$ cat src/rtl/urv_dbg_mbx_host.sv
// Host side of the uRV debug mailbox: packs host bytes into mailbox writes and
// streams mailbox values the host has not yet seen back out as bytes.
`timescale 1ns/1ps
module urv_dbg_mbx_host #(
    parameter int unsigned g_timeout = 50000
) (
    input  logic        clk_i,
    input  logic        rst_n_i,
    input  logic [7:0]  rx_data_i,
    input  logic        rx_valid_i,
    output logic        rx_ready_o,
    output logic [7:0]  tx_data_o,
    output logic        tx_valid_o,
    input  logic        tx_ready_i,
    input  logic [31:0] mbx_data_i,
    output logic [31:0] mbx_data_o,
    output logic        mbx_write_o
);
    localparam int unsigned TMO_W = (g_timeout > 1) ? $clog2(g_timeout) : 1;
    localparam logic [TMO_W-1:0] TMO_LAST = TMO_W'((g_timeout == 0) ? 0 : g_timeout - 1);

    typedef enum logic [1:0] {RX_IDLE, RX_COLLECT, RX_WRITE} rx_state_e;
    typedef enum logic {TX_IDLE, TX_SEND} tx_state_e;

    rx_state_e         rx_state_q, rx_state_d;
    logic [1:0]        rx_cnt_q, rx_cnt_d;
    logic [23:0]       rx_word_q, rx_word_d;
    logic [31:0]       mbx_data_q, mbx_data_d;
    logic [TMO_W-1:0]  tmo_q, tmo_d;
    tx_state_e         tx_state_q, tx_state_d;
    logic [31:0]       tx_shift_q, tx_shift_d;
    logic [1:0]        tx_idx_q, tx_idx_d;
    logic [31:0]       shadow_q, shadow_d;
    logic [7:0]        tx_bytes [4];

    for (genvar gi = 0; gi < 4; gi++) begin : g_tx_bytes
        assign tx_bytes[gi] = tx_shift_q[8*gi +: 8];
    end

    assign mbx_data_o = mbx_data_q;

    always_ff @(posedge clk_i or negedge rst_n_i) begin
        if (!rst_n_i) begin
            rx_state_q <= RX_IDLE;
            rx_cnt_q   <= '0;
            rx_word_q  <= '0;
            mbx_data_q <= '0;
            tmo_q      <= '0;
            tx_state_q <= TX_IDLE;
            tx_shift_q <= '0;
            tx_idx_q   <= '0;
            shadow_q   <= '0;
        end else begin
            rx_state_q <= rx_state_d;
            rx_cnt_q   <= rx_cnt_d;
            rx_word_q  <= rx_word_d;
            mbx_data_q <= mbx_data_d;
            tmo_q      <= tmo_d;
            tx_state_q <= tx_state_d;
            tx_shift_q <= tx_shift_d;
            tx_idx_q   <= tx_idx_d;
            shadow_q   <= shadow_d;
        end
    end

    // RX: the fourth byte goes straight into the mailbox word, so the count
    // wraps back to zero on entry to WRITE.
    always_comb begin
        rx_state_d  = rx_state_q;
        rx_cnt_d    = rx_cnt_q;
        rx_word_d   = rx_word_q;
        mbx_data_d  = mbx_data_q;
        tmo_d       = tmo_q;
        rx_ready_o  = 1'b0;
        mbx_write_o = 1'b0;
        unique case (rx_state_q)
            RX_IDLE: rx_state_d = RX_COLLECT;
            RX_COLLECT: begin
                rx_ready_o = 1'b1;
                if (rx_valid_i) begin
                    tmo_d    = '0;
                    rx_cnt_d = rx_cnt_q + 2'd1;
                    if (rx_cnt_q == 2'd3) begin
                        mbx_data_d = {rx_data_i, rx_word_q};
                        rx_state_d = RX_WRITE;
                    end else begin
                        rx_word_d[8*rx_cnt_q +: 8] = rx_data_i;
                    end
                end else if (rx_cnt_q != 2'd0) begin
                    if (g_timeout != 0 && tmo_q == TMO_LAST) begin
                        rx_cnt_d = '0;
                        tmo_d    = '0;
                    end else begin
                        tmo_d = tmo_q + 1'b1;
                    end
                end
            end
            RX_WRITE: begin
                mbx_write_o = 1'b1;
                rx_state_d  = RX_COLLECT;
            end
            default: rx_state_d = RX_IDLE;
        endcase
    end

    // TX: the shadow tracks what the host already knows; a host write wins the
    // shadow even when a CPU value is captured in the same cycle.
    always_comb begin
        tx_state_d = tx_state_q;
        tx_shift_d = tx_shift_q;
        tx_idx_d   = tx_idx_q;
        shadow_d   = shadow_q;
        tx_valid_o = 1'b0;
        unique case (tx_state_q)
            TX_IDLE: begin
                if (mbx_data_i != shadow_q) begin
                    tx_shift_d = mbx_data_i;
                    shadow_d   = mbx_data_i;
                    tx_idx_d   = '0;
                    tx_state_d = TX_SEND;
                end
            end
            TX_SEND: begin
                tx_valid_o = 1'b1;
                if (tx_ready_i) begin
                    tx_idx_d = tx_idx_q + 2'd1;
                    if (tx_idx_q == 2'd3) begin
                        tx_state_d = TX_IDLE;
                    end
                end
            end
            default: tx_state_d = TX_IDLE;
        endcase
        if (rx_state_q == RX_WRITE) begin
            shadow_d = mbx_data_q;
        end
        tx_data_o = tx_valid_o ? tx_bytes[tx_idx_q] : 8'h00;
    end
endmodule

$ cat config.mk
export PLATFORM = sky130hd
export DESIGN_NAME = urv_dbg_mbx_host
export DESIGN_NICKNAME = d
export VERILOG_FILES = /design/src/rtl/urv_dbg_mbx_host.sv
export SDC_FILE = /design/constraint.sdc
export NUM_CORES = 1
export LEC_CHECK = 0
export CAP_MARGIN = 15
export CORE_ASPECT_RATIO = 0.75
export CORE_MARGIN = 4
export CORE_UTILIZATION = 54
export CTS_CLUSTER_DIAMETER = 40
export DETAILED_ROUTE_END_ITERATION = 16
export HOLD_SLACK_MARGIN = 0.08
export PLACE_DENSITY = 0.78
export SLEW_MARGIN = 20
export SYNTH_ARGS = -nofsm -noshare
export SYNTH_HDL_FRONTEND = slang
export SYNTH_SLANG_ARGS = --single-unit
$ cat constraint.sdc
create_clock -name clk_i -period 2.3 [get_ports clk_i]
set_input_delay 0.23 -clock clk_i [delete_from_list [all_inputs] [get_ports clk_i]]
set_output_delay 0.23 -clock clk_i [all_outputs]
set_load 0.05 [all_outputs]
# ---- Word level (Yosys, flattened, before mapping)
# Index checks and enable logic that the tools add are counted.
dict set report totals {
  reg_bits 143
  latchBits 0
  ram_bits 0
  rom_bits 0
  inputBits 44
  output_inout_bits 43
  wordCells 71
  n_memories 0
}
dict set report classes {
  add_sub_neg 4
  mul 0
  n_div 0
  n_lt_le_gt_ge 1
  n_eq_ne 11
  shift 2
  n_mux 27
  n_bitwise 3
  reduce_logical 14
}
# op count
set ops {}
lappend ops {{32-bit two-way mux} 3}
lappend ops {{16-bit two-way mux} 3}
lappend ops {{5-bit negator with 34-bit output} 1}
lappend ops {{8-bit by 34-bit variable shift with 24-bit output (first input constant)} 1}
lappend ops {{8-bit by 34-bit indexed part select with 24-bit output} 1}
lappend ops {{32-bit != test} 1}
lappend ops {{24-bit bitwise mux} 1}
lappend ops {{8-bit two-way mux} 3}
lappend ops {{16-bit by 1-bit adder with 16-bit output (second input constant)} 1}
lappend ops {{8-bit binary-select mux with 2-bit select} 1}
lappend ops {{16-bit == test (second input constant)} 1}
lappend ops {{2-bit two-way mux} 7}
lappend ops {{2-bit AND reduction} 5}
lappend ops {{3-bit AND reduction} 3}
lappend ops {{2-bit != test (second input constant)} 4}
lappend ops {{2-bit case mux with 2 select lines} 2}
lappend ops {{2-bit nonzero test} 4}
lappend ops {{2-bit == test (second input constant)} 3}
lappend ops {{1-bit two-way mux} 6}
lappend ops {{2-bit by 1-bit adder with 2-bit output (second input constant)} 2}
lappend ops {{3-bit >= comparator (second input constant)} 1}
lappend ops {{2-bit NOT with 3-bit output} 1}
lappend ops {{2-bit by 1-bit == test with 1-bit output (second input constant)} 1}
lappend ops {{2-bit logical NOT} 1}
lappend ops {{other kinds (4)} 5}

# ---- Depth between registers and ports, before layout
# Gate-level depths: netlist of the first run.
dict set report logic_depth {
  word_depth 5
  mapped_depth 7
  mapped_depth_nobuf 7
}

# ---- Least setup slack after synthesis of the first run
# OpenSTA, ideal clock, no wires.
dict set report synth_timing {
  path_type {reg2out}
  startpoint {register tx_state_q}
  endpoint {output tx_data_o[7]}
  arrival_ns 1.835
  required_ns 2.070
  slack_ns 0.235
  path_stages_with_launch 5
  n_path_buf 3
  cell_sequence {dfrtp_1 -> clkbuf_1 -> clkbuf_1 -> clkbuf_1 -> and2_1}
}
dict set report synth_via {
  elab_chain_len 2
}
# item line_no
set synth_rtl {}
lappend synth_rtl {{start: declaration} 30} ;# tx_state_e tx_state_q, tx_state_d;
lappend synth_rtl {{start signal: assignment} 59} ;# tx_state_q <= tx_state_d;
lappend synth_rtl {{1-bit two-way mux} 114} ;# unique case (tx_state_q)
lappend synth_rtl {{8-bit two-way mux} 137} ;# tx_data_o = tx_valid_o ? tx_bytes[tx_idx_q] : 8'h00;
lappend synth_rtl {{end: declaration} 12} ;# output logic [7:0] tx_data_o,
# Every way passes these cells.

# ---- Final worst setup path of the first run
dict set report layout_timing {
  startpoint {register shadow_q[19]}
  endpoint {register shadow_q[4]}
}
dict set report layout_via {
  elab_chain_len 3
}
# item line_no
set layout_rtl {}
lappend layout_rtl {{start: declaration} 33} ;# logic [31:0] shadow_q, shadow_d;
lappend layout_rtl {{start signal: assignment} 62} ;# shadow_q <= shadow_d;
lappend layout_rtl {{32-bit != test} 116} ;# if (mbx_data_i != shadow_q) begin
lappend layout_rtl {{2-bit nonzero test (no line)} --}
lappend layout_rtl {{2-bit AND reduction (no line)} --}
# Every way passes these cells.
# A chain may end at the register's enable or synchronous reset.

==> results.sh, run 1 <==
export IMPL_report_final_slew_viol_count=0
export IMPL_crit_path_start_kind="flip-flop"
export IMPL_rsz0062_at_grt="no"
export IMPL_drc=0
export IMPL_row_count=36
export IMPL_avgSynthCellArea_um2=10.4
export IMPL_relSlewSlack_pct=62.3
export IMPL_critPathKind="reg -> reg"
export IMPL_synthArstFlopShare_pct=100
export IMPL_nNetsFinal=843
export IMPL_numCtsBuffers=17
export IMPL_cts_tree="built"
export IMPL_htreeDepth=4
export IMPL_p_seq_share_pct=35.3
export IMPL_max_cap_violations=0
export IMPL_timing_fmax_ghz=0.455
export IMPL_p_leak_nw=3.90
export IMPL_synth_nets=744
export IMPL_dr_pass1_iters=5
export IMPL_vias=5967
export IMPL_initial_utilization_pct=55.5
export IMPL_synth_flop_cell="dfrtp_1"
export IMPL_clockBufferDepth=2
export IMPL_grt_pass1_wl_mm=31.5
export IMPL_status="finished, final reports clean"
export IMPL_hold_viol=0
export IMPL_wirelength_mm=19.8
export IMPL_track_usage_pct=26.5
export IMPL_postCtsSetupBuffers=0
export IMPL_switchingPower_w=0.00511
export IMPL_fin_util_pct=69.8
export IMPL_synth_common_cells="dfrtp_1, o21ai_0, nand2_1"
export IMPL_diodes=0
export IMPL_cellPowerDensity_mw_per_mm2=1400
export IMPL_fillCellCount=933
export IMPL_combinationalPowerShare_pct=43.0
export IMPL_yosysUniqueCellTypes=40
export IMPL_clkPwrFrac_pct=21.7
export IMPL_gp_congestion=0.899
export IMPL_r2r_setup_slack_ns=0.10
export IMPL_ys_seq_elements=143
export IMPL_period_share_pct=95.5
export IMPL_drt_iter0_markers=694
export IMPL_wire_per_inst_um=20.3
export IMPL_skew_ns=0.00900
export IMPL_dieArea_mm2=0.0153
export IMPL_hpwl_mm=14.0
export IMPL_cp_data_required_time_ns=2.58
export IMPL_peakVddDrop_v=0.00142
export IMPL_synthTopCellsByArea="dfrtp_1, mux2_2, mux2_1"
export IMPL_antenna_found_initial=0
export IMPL_critical_path_arrival_ns=2.47
export IMPL_viasPerCell=6.13
export IMPL_core_area_mm2=0.0130
export IMPL_antenna_violating_nets_post_route=0
export IMPL_synth_area_mm2=0.00722
export IMPL_grt_max_degree=66
export IMPL_io_buffers=86
export IMPL_synth_edff_count=0
export IMPL_first_global_vias=5833
export IMPL_fin_crit_ns=2.20
export IMPL_path_max_fanout=18
export IMPL_syn_instance_count=693
export IMPL_setup_viol=0
export IMPL_yosys_area_top_type="dfrtp_1"
export IMPL_holdCritPathClass="in -> async"
export IMPL_clock_sinks=143
export IMPL_worstSetupEndpointType="flip-flop"
export IMPL_synth_seq_area_share_pct=49.6
export IMPL_ios=87
export IMPL_layout_drive_gt1_share_pct=16.7
export IMPL_yosysWarnings=0
export IMPL_swShare_pct=40.2
export IMPL_clk_pin_slew_ns=0.06
export IMPL_grt_ovfl_total=0
export IMPL_fp_dieH_um=108
export IMPL_synth_most_common_cell="dfrtp_1"
export IMPL_clock_latency_ns=0.42
export IMPL_root_buffer="clkbuf_16"
export IMPL_area_delta_synth_final_pct=25.8
export IMPL_tns_ns=0
export IMPL_internal_power_w=0.00760
export IMPL_synth_top_area_share_pct=49.6
export IMPL_tightest_slew_ns=0.566
export IMPL_dieWidth_um=142
-- sequential cells by signal, indices dropped and copies added (netlist names) --
register,cells
tmo_q,16
rx_cnt_q,2
tx_shift_q,32
mbx_data_o,32
tx_state_q,1
tx_idx_q,2
shadow_q,32
rx_state_q,2
rx_word_q,24
-- cell families after synthesis --
kind of cell | count (synthesis) | synth area share [%]
multiplexers | 73 | 12.6
adder cells (fa/ha/maj) | 7 | 1.21
AO/OA/AOI/OAI | 112 | 8.09
AND/OR/NAND/NOR | 260 | 20.4
flip-flops | 143 | 49.6
XOR/XNOR | 41 | 4.97
buffers and inverters | 57 | 3.09
-- power groups by stage --
stage	Sequential, W	Clock [W]	Combinational [W]
after floorplan	0.00485	0	0.00310
after global placement	0.00443	0	0.00526
after detailed placement	0.00449	0	0.00540
after CTS	0.00446	0.00278	0.00545
after global routing	0.00460	0.00288	0.00586
final	0.00449	0.00275	0.00546
-- cell type report --
class	instances	area [um^2]	share of cell area, %
Timing Repair Buffer	130	1240	13.7
Inverter	7	26.3	0.289
Sequential cell	143	3580	39.4
Clock buffer	24	472	5.19
Multi-Input combinational cell	493	3440	37.9
Clock inverter	6	109	1.20
Tap cell	171	214	2.36
-- worst max-delay path, cell delays in order, from the launching register on --
cell and delay, ns:
dfrtp_1 0.40, xnor2_1 0.27, nand4_1 0.23, or4_1 0.58, buf_4 0.21, o21ai_0 0.25, nand3_1 0.11
-- routing by layer --
layer	track usage, %	wire length [um]	vias to the layer above
li1	-	-	2692
met1	39.2	8820	2992
met2	40.1	9190	245
met3	6.45	1440	38
met4	6.03	355	0
met5	0	0	-
-- per-stage QoR --
stage	instances	cell area [um^2]	setup WS, ns	hold WS [ns]	power, W
floorplan	693	7220	0.235	-0.0656	0.00795
global placement	943	8470	-0.146	0.214	0.00968
detailed placement	943	8470	-0.186	0.214	0.00989
CTS	974	9060	0.148	0.350	0.0127
global route	974	9080	0.0301	0.385	0.0133
finish	974	9080	0.104	0.329	0.0127
-- final timing paths --
path | startpoint | depth (start not counted) | end
max | shadow_q[19] | 6 | shadow_q[4]
min | rst_n_i | 2 | tmo_q[12]
max reg2reg | shadow_q[19] | 6 | shadow_q[4]
min reg2reg | rx_state_q[0] | 1 | rx_state_q[0]
max in group asynchronous | rst_n_i | 3 | tx_state_q
min in group clk_i | rx_state_q[0] | 1 | rx_state_q[0]
-- placed cells by master, fill, tap and decap left out, drive strengths merged, types with 2 or more instances in the layout --
cell type	synthesis	final
and4	2	2
mux2	65	65
xor2	19	19
and3b	2	2
xnor2	22	22
nor2	8	8
bufinv	0	3
and2	8	8
nor4b	2	2
inv	7	7
dfrtp	143	143
nand3	39	39
a21oi	38	38
nor3b	36	36
o21ai	67	67
a21o	2	2
clkinv	0	3
clkbuf	44	24
mux4	8	8
nor3	3	3
nor2b	2	2
nand4	40	40
ha	7	7
buf	6	55
nand2	64	64
and3	33	33
nor4	10	10
or3	4	4
clkdlybuf4s50	0	74
nand2b	3	3
o21bai	2	2
-- what timing repair did --
| item | 4_1_cts | 5_1_grt |
|---|---|---|
| hold buffers | 1 | 0 |
| endpoints found under the hold margin | 51 | 0 |
| cloned | 0 | 0 |
| resized for setup | 1 | 3 |
| endpoints found under the setup margin | 3 | 36 |
(Power assumes the default switching activity.)
==> inputs of run 2 (changes only) <==
CAP_MARGIN = not set   (was 15)
==> results of run 2 <==
Final layout, timing and power as in run 1 (identical DEF).
==> inputs of run 3 (changes only) <==
CORE_UTILIZATION = 55   (was 54)
PLACE_DENSITY = 0.79   (was 0.78)
TNS_END_PERCENT = 1   (was not set)
==> results.sh, run 3 (same netlist as run 1, synthesis figures left out) <==
export IMPL_cts_tree="built"
export IMPL_clk_pin_slew_ns=0.06
export IMPL_worstSetupEndpointType="flip-flop"
export IMPL_antenna_violating_nets_post_route=0
export IMPL_cp_slowest_stage_delay_ns=0.62
export IMPL_diodes=0
export IMPL_cp_top_family="simple AND/OR/NAND/NOR gates"
export IMPL_timing_fmax_ghz=0.465
export IMPL_hpwl_mm=13.7
export IMPL_track_usage_pct=27.6
export IMPL_io_buffers=86
export IMPL_max_cap_violations=0
export IMPL_cellPowerDensity_mw_per_mm2=1420
export IMPL_peakVddDrop_v=0.000918
export IMPL_initial_utilization_pct=57.4
export IMPL_min_from="rx_state_q[0]"
export IMPL_htreeDepth=4
export IMPL_swShare_pct=40.4
export IMPL_cp_cell_sequence="xnor2_1, nand4_1, or4_1, buf_12, o21ai_0, nand3_1"
export IMPL_wire_per_inst_um=20.8
export IMPL_drc=0
export IMPL_first_global_vias=5929
export IMPL_holdCritPathClass="reg -> reg"
export IMPL_gp_congestion=0.878
export IMPL_clock_latency_ns=0.43
export IMPL_critPathBufInv=1
export IMPL_critical_path_arrival_ns=2.45
export IMPL_numCtsBuffers=17
export IMPL_most_common_layout_cells="dfrtp_1, clkdlybuf4s50_1, o21ai_0"
export IMPL_report_final_slew_viol_count=0
export IMPL_stdcell_count=968
export IMPL_relSlewSlack_pct=47.1
export IMPL_place_inst=935
export IMPL_area_delta_synth_final_pct=26.2
export IMPL_p_seq_share_pct=34.6
export IMPL_clockBufferDepth=2
export IMPL_core_area_mm2=0.0126
export IMPL_layout_commonest_cell="dfrtp_1"
export IMPL_cp_data_required_time_ns=2.60
export IMPL_rsz0062_at_grt="no"
export IMPL_skew_ns=0.0125
export IMPL_clkPwrFrac_pct=22.8
export IMPL_multi_input_area_mm2=0.00343
export IMPL_seq_area_mm2=0.00358
export IMPL_drt_iter0_markers=698
export IMPL_fillCellCount=848
export IMPL_grt_ovfl_total=0
export IMPL_row_count=35
export IMPL_worstSetupStartpoint="shadow_q[9]"
export IMPL_nNetsFinal=840
export IMPL_tightest_slew_ns=0.794
export IMPL_timing_rr_start="shadow_q[9]"
export IMPL_period_share_pct=93.6
export IMPL_fin_crit_ns=2.15
export IMPL_fp_dieH_um=107
export IMPL_wirelength_mm=20.1
export IMPL_grt_max_degree=144
export IMPL_status="finished, final reports clean"
export IMPL_dieWidth_um=140
export IMPL_finalPower_w=0.0129
export IMPL_combinationalPowerShare_pct=42.6
export IMPL_antenna_found_initial=0
export IMPL_dr_pass1_iters=6
export IMPL_critPathKind="reg -> reg"
export IMPL_viasPerCell=6.26
export IMPL_hold_viol=0
export IMPL_clock_sinks=143
export IMPL_internal_power_w=0.00770
export IMPL_ios=87
export IMPL_root_buffer="clkbuf_16"
export IMPL_dieArea_mm2=0.0150
export IMPL_setup_viol=0
export IMPL_tns_ns=0
export IMPL_path_max_fanout=33
export IMPL_crit_path_start_kind="flip-flop"
export IMPL_cp_slowest_cell="or4_1"
export IMPL_grt_pass1_wl_mm=32.4
export IMPL_layout_drive_gt1_share_pct=16.7
export IMPL_p_leak_nw=3.92
export IMPL_switchingPower_w=0.00522
export IMPL_vias=6059
[run 3: routing by layer]
metal,track usage [%],part of all wire (%),vias up
li1,-,-,2702
met1,40.2,43,3015
met2,40.7,46,310
met3,8.69,9.6,32
met4,5.95,1.4,0
met5,0,0,-
[run 3: stage by stage]
step,instance area [um^2],hold slack [ns],util (%),setup WS (ns)
after floorplan,7220,-0.0656,-,0.235
after global placement,8460,0.403,67.3,-0.0910
after detailed placement,8460,0.415,67.3,-0.109
after CTS,9100,0.438,72.4,0.150
after global routing,9110,0.447,72.5,0.0207
final,9110,0.434,72.5,0.148
[run 3: final timing paths]
kind                                  to  slack, ns  depth (start not counted)
max                          shadow_q[6]       0.15                          6
min                        rx_state_q[0]       0.43                          1
max reg2reg                  shadow_q[6]       0.15                          6
min reg2reg                rx_state_q[0]       0.43                          1
max in group asynchronous     tx_state_q       1.23                          3
min in group asynchronous   rx_word_q[9]       0.46                          3
[run 3: what timing repair did]
item,4_1_cts,5_1_grt
hold buffers,1,0
setup endpoints to repair,0,2
buffers inserted,0,0
gates resized for setup,0,2
hold endpoints to repair,143,0
[run 3: final cells by class]
| cell class | instances | share of cell area [%] |
|---|---|---|
| sequential | 143 | 39.3 |
| multi-input combinational | 493 | 37.6 |
| timing repair buffer | 127 | 13.6 |
| clock buffer | 19 | 4.86 |
| tap | 166 | 2.28 |
| clock inverter | 13 | 2.07 |
| inverter | 7 | 0.288 |
[run 3: power groups by stage]
stage / registers (W) / clock network, W / logic [W]
after floorplan: 0.00485 / 0 / 0.00310
after global placement: 0.00439 / 0 / 0.00530
after detailed placement: 0.00446 / 0 / 0.00544
after CTS: 0.00443 / 0.00297 / 0.00550
after global routing: 0.00457 / 0.00308 / 0.00591
final: 0.00447 / 0.00295 / 0.00550
